**config.mk**
```make
export PLATFORM = sky130hd
export DESIGN_NAME = seq_gen_tx
export DESIGN_NICKNAME = d
export VERILOG_FILES = /design/src/rtl/seq_gen_tx.sv
export SDC_FILE = /design/constraint.sdc
export NUM_CORES = 1
export LEC_CHECK = 0
export BUFFER_PORTS_ARGS = -buffer_cell sky130_fd_sc_hd__buf_2
export CAP_MARGIN = 10
export CORE_MARGIN = 5
export CORE_UTILIZATION = 45
export CTS_CLUSTER_DIAMETER = 200
export DETAILED_ROUTE_END_ITERATION = 8
export PLACE_DENSITY = 0.67
export SYNTH_ARGS = -nofsm -noshare
export SYNTH_HDL_FRONTEND = slang
export SYNTH_SLANG_ARGS = --single-unit
```
**constraint.sdc**
```tcl
create_clock -name clk -period 1.65 [get_ports clk]
set_input_delay 0.165 -clock clk [delete_from_list [all_inputs] [get_ports clk]]
set_output_delay 0.165 -clock clk [all_outputs]
set_load 0.03 [all_outputs]
```
**src/rtl/seq_gen_tx.sv**
```systemverilog
// Framed serial bit generator: optional 11110 preamble, MSB-first payload with a 0 stuffed
// after every run of three 1s, then GAP_CYCLES zero bits. Preamble gated by SEQ_GEN_TX_PREAMBLE_EN.
module seq_gen_tx #(
    parameter int DATA_W     = 8,
    parameter int GAP_CYCLES = 2
) (
    input  logic              clk,
    input  logic              reset,
    input  logic              start,
    input  logic [DATA_W-1:0] data,
    output logic              x,
    output logic              busy,
    output logic              done
);
    localparam int IW = $clog2(DATA_W) + 1;

    localparam logic [2:0] S_IDLE  = 3'd0;
`ifdef SEQ_GEN_TX_PREAMBLE_EN
    localparam logic [2:0] S_PRE   = 3'd1;
`endif
    localparam logic [2:0] S_DATA  = 3'd2;
    localparam logic [2:0] S_STUFF = 3'd3;
    localparam logic [2:0] S_GAP   = 3'd4;

    logic [2:0]        state_q, state_d;
    logic [IW-1:0]     idx_q, idx_d;
    logic [3:0]        cnt_q, cnt_d;
    logic [1:0]        run_q, run_d;
    logic [DATA_W-1:0] data_q, data_d;
    logic              x_q, x_d;
    logic              busy_q, busy_d;
    logic              done_q, done_d;
    logic              stuff;

    always_comb begin
        state_d = state_q;
        idx_d   = idx_q;
        cnt_d   = cnt_q;
        run_d   = run_q;
        data_d  = data_q;
        stuff   = 1'b0;
        case (state_q)
            S_IDLE: begin
                if (start) begin
                    data_d = data;
                    run_d  = 2'd0;
                    idx_d  = IW'(DATA_W - 1);
                    cnt_d  = 4'd0;
`ifdef SEQ_GEN_TX_PREAMBLE_EN
                    state_d = S_PRE;
`else
                    state_d = S_DATA;
`endif
                end
            end
`ifdef SEQ_GEN_TX_PREAMBLE_EN
            S_PRE: begin
                if (cnt_q == 4'd4) begin
                    state_d = S_DATA;
                    cnt_d   = 4'd0;
                end else begin
                    cnt_d = cnt_q + 4'd1;
                end
            end
`endif
            S_DATA: begin
                // data_q always holds the bit on x at its MSB; consume it on leaving DATA.
                data_d = data_q << 1;
                stuff  = data_q[DATA_W-1] && (run_q == 2'd2);
                if (stuff || !data_q[DATA_W-1]) begin
                    run_d = 2'd0;
                end else begin
                    run_d = run_q + 2'd1;
                end
                if (stuff) begin
                    state_d = S_STUFF;
                end else if (idx_q == '0) begin
                    state_d = S_GAP;
                    cnt_d   = 4'd0;
                end else begin
                    idx_d = idx_q - IW'(1);
                end
            end
            S_STUFF: begin
                if (idx_q == '0) begin
                    state_d = S_GAP;
                    cnt_d   = 4'd0;
                end else begin
                    state_d = S_DATA;
                    idx_d   = idx_q - IW'(1);
                end
            end
            S_GAP: begin
                if (cnt_q == 4'(GAP_CYCLES - 1)) begin
                    state_d = S_IDLE;
                    cnt_d   = 4'd0;
                end else begin
                    cnt_d = cnt_q + 4'd1;
                end
            end
            default: begin
                state_d = S_IDLE;
                idx_d   = '0;
                cnt_d   = 4'd0;
                run_d   = 2'd0;
            end
        endcase

        // Outputs are decoded from the next state so they register alongside it.
        x_d = 1'b0;
        case (state_d)
`ifdef SEQ_GEN_TX_PREAMBLE_EN
            S_PRE:   x_d = (cnt_d != 4'd4);
`endif
            S_DATA:  x_d = data_d[DATA_W-1];
            default: x_d = 1'b0;
        endcase
        busy_d = (state_d != S_IDLE);
        done_d = (state_q == S_GAP) && (state_d == S_IDLE);
    end

    always_ff @(posedge clk) begin
        if (reset) begin
            state_q <= S_IDLE;
            idx_q   <= '0;
            cnt_q   <= 4'd0;
            run_q   <= 2'd0;
            data_q  <= '0;
            x_q     <= 1'b0;
            busy_q  <= 1'b0;
            done_q  <= 1'b0;
        end else begin
            state_q <= state_d;
            idx_q   <= idx_d;
            cnt_q   <= cnt_d;
            run_q   <= run_d;
            data_q  <= data_d;
            x_q     <= x_d;
            busy_q  <= busy_d;
            done_q  <= done_d;
        end
    end

    assign x    = x_q;
    assign busy = busy_q;
    assign done = done_q;
endmodule

```
==> results.yml, run 1 <==
status:
  status: "finished with violations"
  violations: "setup timing"
logic_synthesis:
  avgSynthCellArea_um2: 8.42
  yosysUniqueCellTypes: 38
  synthXorXnorAreaFrac: 0
  synth_fa_ha_area_frac: 0.0421
  synth_compound_area_frac: 0.252
  ys_top_cells_by_area: "dfxtp_1, nor2_1, a21oi_1"
  synth.most_common_cell: "dfxtp_1"
  postSynth.asyncResetShare: 0
  yosys_warnings: 0
  synth_nets: 156
  synth_edf_count: 0
  synthSimpleGateAreaFrac: 0.232
  synth_mux_area_frac: 0.00843
  synth_commonest_cells: "dfxtp_1, nor2_1, a21oi_1"
  synth_flop_cell: "dfxtp_1"
  ys_seq_area_frac: 0.405
  netlist_instances: 141
  yosys.area.top_type_share: 0.405
  ys_ff_latch: 24
  synth_area_um2: 1190
  yosys.area.top_type: "dfxtp_1"
  synth_top_family_by_area: "compound AO/OA/AOI/OAI gates"
sta:
  hold_ws_ps: 72.5
  timing.final.ws_setup_ps: -7.46
  max_freq_ghz: 0.603
  worstMarginPinSlew_ps: 462
  min_period_ps: 1660
  totalNegativeSetupSlack_ps: -7.46
  relSlewSlack: 0.692
  hold_viol: 0
  setup_viol: 1
  fin_skew_ps: 6.86
  slew_violations: 0
  period_share: 1.00
floorplanning:
  die_h_um: 61.4
  die_w_um: 61.4
  rows: 18
  die-area_um2: 3770
  core_um2: 2500
  start_util: 0.475
  ios: 14
pwr:
  p_total_uw: 1620
  power.leakage_uw: 0.000603
  power_density_nw_per_um2: 1110
  vdd_ir_drop_max_v: 0.000719
drt:
  ant_nets: 0
  drt_iter0_drc: 44
  drt_wl_total_um: 2700
  drt_pass1_iterations: 4
  post-route-drc-count: 0
  via_per_inst: 5.80
  wl_per_cell_um: 13.9
  vias: 1125
final_layout:
  fin_nets: 180
  instances_no_fill: 194
  area_delta_synth_final_pct: 23.1
  layout-drive-gt1-share: 0.280
  diodes: 0
critical_path:
  startpoint: "idx_q[1]"
  r2r_setup_slack_ps: -7
  arrival_ps: 1910
  critical_path_required_ps: 1900
  worstSetupStartpointType: "register"
  crit_fanout: 5
  r2r-end: "idx_q[1]"
  crit_end: "idx_q[1]"
  crit_path_end_kind: "register"
  timing.rr.start: "idx_q[1]"
  rr_worst_depth: 6
  critPathKind: "register to register"
global_routing:
  grt_max_degree: 25
  grt_pass1_vias: 1110
  grt.total_usage: 0.163
  grt_overflow: 0
  grt_pass1_wl_um: 4570
  antenna_found_initial: 0
clock_tree:
  ctsLongestPathBuffers: 2
  cts_tree: "built"
  htree_levels: 1
  cts_buffers: 3
  clock_sinks: 24
  clkTransAtPathRegs_ps: 130
  postCtsHoldBufs: 0
  cts_root_buffer: "clkbuf_4"
  clk_latency_ps: 330
placement:
  hpwl_um: 1980
  dpl.cell_count: 189
  port_buffers: 13
  place_congestion: 0.844
hold_path:
  min_path_type: "primary input to register"
  hold_path.startpoint: "data[0]"
run:
  maxCapViolCount: 0
[report_power, final]
part           total (uW)  switching, uW  leakage, uW  internal (uW)
clock network         433            187    0.0000279            246
registers             697           52.4     0.000199            645
logic                 491            258     0.000376            233
[critical path: stages, from the launching register on]
cell and delay [ps]:
dfxtp_2 370, inv_1 70, ha_4 170, or3b_4 270
a21oi_4 70, or4_1 470, a21oi_1 170
[layout make-up]
cell class	instances	area, um2
fill	239	1040
clock inverter	1	30.0
multi-input combinational	103	699
timing repair buffer	25	155
sequential	24	487
inverter	8	30.0
clock buffer	3	22.5
tap	30	37.5
[per-stage QoR]
step / util / setup WS [ps] / instance area [um2]
final: 0.585 / -7.46 / 1460
after CTS: 0.561 / 25.1 / 1400
after floorplan: - / 66.6 / 1190
after global placement: 0.532 / 33.3 / 1330
after detailed placement: 0.532 / -75.5 / 1330
after global routing: 0.585 / -32.8 / 1460
[cells by family after synthesis]
kind of cell / Yosys count
buffers and inverters: 14
multiplexers: 1
flip-flops: 24
adder cells (fa/ha/maj): 4
AO/OA/AOI/OAI: 46
AND/OR/NAND/NOR: 52
[worst min path at each step]
stage	slack [ps]	depth (start not counted)	end
5_1_grt	100	3	data_q[0]
2_1_floorplan	240	1	cnt_q[2]
3_3_place_gp	410	3	data_q[0]
3_5_place_dp	410	3	data_q[0]
6_report	70	3	data_q[0]
4_1_cts	70	3	data_q[0]
[layout by cell type, fill, tap and decap left out, types with 3 or more instances in the layout]
| master | netlist | routed |
|---|---|---|
| nand3_1 | 6 | 6 |
| buf_2 | 1 | 13 |
| clkbuf_4 | 0 | 3 |
| ha_1 | 4 | 3 |
| nor2_1 | 19 | 19 |
| nor3_1 | 5 | 5 |
| dfxtp_2 | 0 | 5 |
| a21oi_1 | 14 | 12 |
| dfxtp_1 | 24 | 19 |
| o22ai_1 | 6 | 6 |
| a31oi_1 | 4 | 4 |
| nand2_1 | 4 | 4 |
| o21ai_0 | 4 | 4 |
| inv_1 | 7 | 6 |
| a21o_1 | 3 | 3 |
| a211oi_1 | 8 | 7 |
| buf_4 | 1 | 12 |
| nand2b_1 | 3 | 3 |
[timing repair]
| item | 4_1_cts | 5_1_grt |
|---|---|---|
| setup buffers | 1 | 0 |
| pin swaps | 0 | 1 |
| gates resized for setup | 5 | 12 |
| setup endpoints to repair | 4 | 8 |
[flip-flops by register name, indices dropped and copies added, names as in the netlist]
name and flops:
busy 1, cnt_q 4, data_q 8, done 1, idx_q 4, run_q 2
state_q 3, x 1
[metal layers]
metal / part of all wire / vias to the layer above / track usage
met5: 0 / - / 0
met2: 0.50 / 17 / 0.281
met4: 0.019 / 0 / 0.0788
met1: 0.45 / 537 / 0.195
met3: 0.032 / 6 / 0.0314
li1: - / 565 / -
(Power assumes the default switching activity.)
==> run 2, diff against run 1 <==
--- a/config.mk
+++ b/config.mk
@@ -8,10 +8,10 @@
 export BUFFER_PORTS_ARGS = -buffer_cell sky130_fd_sc_hd__buf_2
 export CAP_MARGIN = 10
 export CORE_MARGIN = 5
-export CORE_UTILIZATION = 45
+export CORE_UTILIZATION = 40
 export CTS_CLUSTER_DIAMETER = 200
 export DETAILED_ROUTE_END_ITERATION = 8
-export PLACE_DENSITY = 0.67
+export GPL_TIMING_DRIVEN = 0
 export SYNTH_ARGS = -nofsm -noshare
 export SYNTH_HDL_FRONTEND = slang
 export SYNTH_SLANG_ARGS = --single-unit
==> run 2 against run 1 <==
  * The flow now finishes without violations
  * Clock skew shrank 5.2 ps
  * Cell area grew 1.5%
  * Critical path depth shrank 1
  * Routed wire length shrank 0.33%
  * Clock-buffer cell count grew 1
  * Combinational power grew 2%
  * Worst hold slack gained 18 ps
  * Global-route usage shrank 2.9 points
  * Power shrank 7.6%
==> results.yml, run 2 (synthesized netlist as in run 1, its figures left out) <==
pwr:
  p_int_uw: 1020
  p_switching_uw: 477
  combPwrFrac: 0.335
  p_seq_frac: 0.456
  p_sw_frac: 0.318
  power_density_nw_per_um2: 1010
  vdd_ir_drop_max_v: 0.000549
  p_clk_frac: 0.208
  power.leakage_uw: 0.000620
critical_path:
  crit_fanout: 9
  critPathKind: "register to register"
  crit_cells: 5
  arrival_ps: 1870
  crit_path_end_kind: "register"
  worstSetupStartpointType: "register"
  cp_cell_sequence: "buf_6, or3b_4, a21o_1, or3_1, a31oi_1"
  max_stage_delay_ps: 410
  cp_slowest_cell: "or3b_4"
  crit_family: "simple AND/OR/NAND/NOR gates"
  rr_worst_depth: 5
  critical_path_required_ps: 1900
  crit_buf_inv: 1
final_layout:
  top_regs: "data_q: 8 flops, cnt_q: 4 flops, idx_q: 4 flops"
  area_delta_synth_final_pct: 25.0
  regMostFlops: "data_q"
  largest_reg_flops: 8
  diodes: 0
  fin_nets: 185
  fillers: 281
  layout_common_cells: "nor2_1, dfxtp_1, buf_2"
  layout-drive-gt1-share: 0.302
hold_path:
  min_path_type: "primary input to register"
  min_path_cells: 3
drt:
  wl_per_cell_um: 13.5
  vias: 1120
  post-route-drc-count: 0
  drt_wl_total_um: 2690
  drt_pass1_iterations: 4
  via_per_inst: 5.60
  drt_iter0_drc: 79
  ant_nets: 0
global_routing:
  grt_pass1_wl_um: 4550
  grt_use_met3: 0.0432
  top_usage_layer: "met2"
  grt_pass1_vias: 1055
  grt_use_met2: 0.233
  antenna_found_initial: 0
  grt_max_degree: 14
  met1_usage: 0.164
  grt_overflow: 0
  grt.total_usage: 0.134
run:
  maxCapViolCount: 0
clock_tree:
  clock_sinks: 24
  cts_buffers: 3
  ctsLongestPathBuffers: 2
  cts_root_buffer: "clkbuf_4"
  clk_latency_ps: 310
  clkTransAtPathRegs_ps: 130
  cts_tree: "built"
  htree_levels: 1
floorplanning:
  die_w_um: 64.5
  start_util: 0.423
  ios: 14
  core_um2: 2810
  die_h_um: 64.5
  die-area_um2: 4160
  rows: 19
placement:
  hpwl_um: 1890
  place_congestion: 0.759
  port_buffers: 13
  pre_cts_slack_ps: -128
sta:
  fin_skew_ps: 1.65
  worstMarginPinSlew_ps: 517
  slew_violations: 0
  relSlewSlack: 0.651
  timing.final.ws_setup_ps: 32.4
  setup_viol: 0
  max_freq_ghz: 0.618
  hold_ws_ps: 90.9
  min_period_ps: 1620
  period_share: 0.980
  hold_viol: 0
  rsz0062_at_grt: "yes"
status:
  status: "completed"
[run 2: final timing paths]
kind	from	endpoint	slack [ps]
setup / recovery	state_q[1]	cnt_q[3]	30
hold / removal	data[0]	data_q[0]	90
setup reg to reg	state_q[1]	cnt_q[3]	30
hold reg to reg	run_q[1]	run_q[1]	510
[run 2: power groups by stage]
stage / Clock (uW) / Combinational, uW / Sequential [uW]
global placement: 0 / 383 / 692
floorplan: 0 / 292 / 698
global route: 348 / 561 / 692
detailed placement: 0 / 392 / 693
CTS: 328 / 425 / 682
finish: 312 / 503 / 684
[run 2: layout make-up]
class / count / area (um2) / share of cell area
flip-flops and latches: 24 / 488 / 0.329
inverters: 8 / 33.8 / 0.0228
well taps: 31 / 38.8 / 0.0261
plain buffers: 6 / 46.3 / 0.0312
repair buffers: 24 / 160 / 0.108
clock buffers: 4 / 36.3 / 0.0245
multi-input cells: 103 / 681 / 0.459
[run 2: per-layer routing]
metal  vias to the layer above  share of wire
li1                        574              -
met3                         2          0.033
met2                        14           0.49
met5                         -              0
met1                       530           0.47
met4                         0         0.0067
[run 2: through the flow]
stage               instances  total power [uW]  cell area, um2  utilization  setup TNS (ps)
detailed placement        185              1090            1290        0.460            -273
global route              200              1600            1480        0.529           -57.3
finish                    200              1500            1480        0.529               0
global placement          185              1070            1290        0.460            -187
CTS                       191              1440            1360        0.485               0
floorplan                 141               990            1190            -               0
[run 2: repair_timing]
item                       4_1_cts  5_1_grt
resized for setup                6       13
setup endpoints to repair        4       11
hold buffers                     0        0
pin swaps                        1        5
buffers inserted                 2        9
[run 2: worst min-delay path, stage by stage]
cell and delay, ps:
buf_2 80, a22oi_1 50, nor2_1 80
==> run 3, diff against run 2 <==
==> constraint.sdc (replaced) <==
create_clock -name clk -period 2 [get_ports clk]
set_input_delay 0.2 -clock clk [delete_from_list [all_inputs] [get_ports clk]]
set_output_delay 0.2 -clock clk [all_outputs]
set_load 0.03 [all_outputs]
==> run 3 against run 2 <==
  * Die area stayed put
  * Setup slack better by 170 ps
  * Clock-buffer cell count unchanged
  * Largest cell class unchanged
==> results.yml, run 3 (synthesized netlist as in run 1, its figures left out) <==
critical_path:
  cp_slowest_cell: "or4_1"
  timing.rr.start: "idx_q[0]"
  critical_path_required_ps: 2260
  max_stage_delay_ps: 490
  critPathKind: "register to register"
  r2r_setup_slack_ps: 200
  crit_path_end_kind: "register"
  r2r-end: "idx_q[2]"
  worstSetupStartpointType: "register"
  crit_fanout: 5
  rr_worst_depth: 6
  cp_cell_sequence: "inv_1, ha_1, or3b_1, a21oi_1, or4_1, a21oi_1"
  crit_top_cell: "a21oi_1"
  arrival_ps: 2050
final_layout:
  design_area_um2: 1330
  layout_common_cells: "dfxtp_1, nor2_1, buf_2, a21oi_1, a211oi_1"
  layout-drive-gt1-share: 0.158
  regMostFlops: "data_q"
  fillers: 300
  regArea_um2: 480
  fin_nets: 174
  largest_reg_flops: 8
  area_delta_synth_final_pct: 11.8
  multi_input_area_um2: 634
  top_regs: "data_q: 8 flops, cnt_q: 4 flops, idx_q: 4 flops"
  final_common_cell: "dfxtp_1"
  utilization: 0.473
  diodes: 0
sta:
  fin_skew_ps: 6.40
  relSlewSlack: 0.530
  period_share: 0.899
  hold_ws_ps: 131
  max_freq_ghz: 0.556
  hold_viol: 0
  rsz0062_at_grt: "no"
  min_period_ps: 1800
  setup_viol: 0
  totalNegativeSetupSlack_ps: 0
  slew_violations: 0
  worstMarginPinSlew_ps: 699
drt:
  drt_wl_total_um: 2510
  wl_per_cell_um: 13.3
  via_per_inst: 5.74
  drt_iter0_drc: 32
  post-route-drc-count: 0
  drt_pass1_iterations: 4
  vias: 1085
  ant_nets: 0
run:
  maxCapViolCount: 0
placement:
  place_congestion: 0.759
  placed_cell_area_um2: 1290
  port_buffers: 13
  hpwl_um: 1890
floorplanning:
  ios: 14
  die_w_um: 64.5
  die-area_um2: 4160
  die_h_um: 64.5
  core_um2: 2810
  start_util: 0.423
  rows: 19
pwr:
  power.leakage_uw: 0.000521
  vdd_ir_drop_max_v: 0.000409
  power_density_nw_per_um2: 858
  p_total_uw: 1140
global_routing:
  antenna_found_initial: 0
  grt.total_usage: 0.132
  grt_max_degree: 14
  grt_overflow: 0
  grt_pass1_wl_um: 4470
  grt_pass1_vias: 1049
clock_tree:
  cts_setup_buffers: 0
  clock_sinks: 24
  cts_buffers: 3
  cts_root_buffer: "clkbuf_4"
  htree_levels: 1
  cts.repair.resized: 0
  postCtsHoldBufs: 0
  ctsLongestPathBuffers: 2
  clk_latency_ps: 310
  clkTransAtPathRegs_ps: 130
  cts_tree: "built"
hold_path:
  min_path_type: "primary input to register"
  min_path_cells: 3
  hold_end: "data_q[0]"
  hold_path.startpoint: "data[0]"
status:
  status: "completed"
-- run 3: worst max-delay path by stage --
stage | from | endpoint
after global placement | idx_q[0] | idx_q[2]
after detailed placement | idx_q[0] | idx_q[1]
after floorplan | idx_q[0] | idx_q[1]
after CTS | idx_q[0] | idx_q[2]
after global routing | idx_q[0] | idx_q[1]
final | idx_q[0] | idx_q[2]
-- run 3: per-layer routing --
metal  global-route usage  up-vias  share of wire
met3               0.0432        2          0.048
met1                0.160      504           0.48
met2                0.229       21           0.46
met5                    0        -              0
met4               0.0264        0         0.0072
li1                     -      558              -
-- run 3: area by class of cell --
cell class | instances | area share
buffer | 6 | 0.0320
sequential | 24 | 0.362
clock buffer | 4 | 0.0273
timing repair buffer | 13 | 0.0490
inverter | 8 | 0.0226
tap | 31 | 0.0292
multi-input combinational | 103 | 0.478
-- run 3: where the power goes --
| part | leakage [uW] | switching, uW | internal, uW | total, uW |
|---|---|---|---|---|
| clock network | 0.0000210 | 144 | 111 | 255 |
| registers | 0.000197 | 32.1 | 529 | 561 |
| logic | 0.000303 | 189 | 134 | 323 |
-- run 3: metrics by stage --
| stage | instances | setup slack (ps) |
|---|---|---|
| 2_1_floorplan | 141 | 417 |
| 3_3_place_gp | 185 | 252 |
| 3_5_place_dp | 185 | 222 |
| 4_1_cts | 189 | 187 |
| 5_1_grt | 189 | 82.5 |
| 6_report | 189 | 203 |
-- run 3: worst max-delay path: cells and delay by family, from the launching register on --
| family | cells | cell delay [ps] |
|---|---|---|
| fa+ha+maj | 1 | 240 |
| simple gates | 2 | 760 |
| flops | 1 | 390 |
| buf+inv | 1 | 70 |
| compound gates | 2 | 280 |
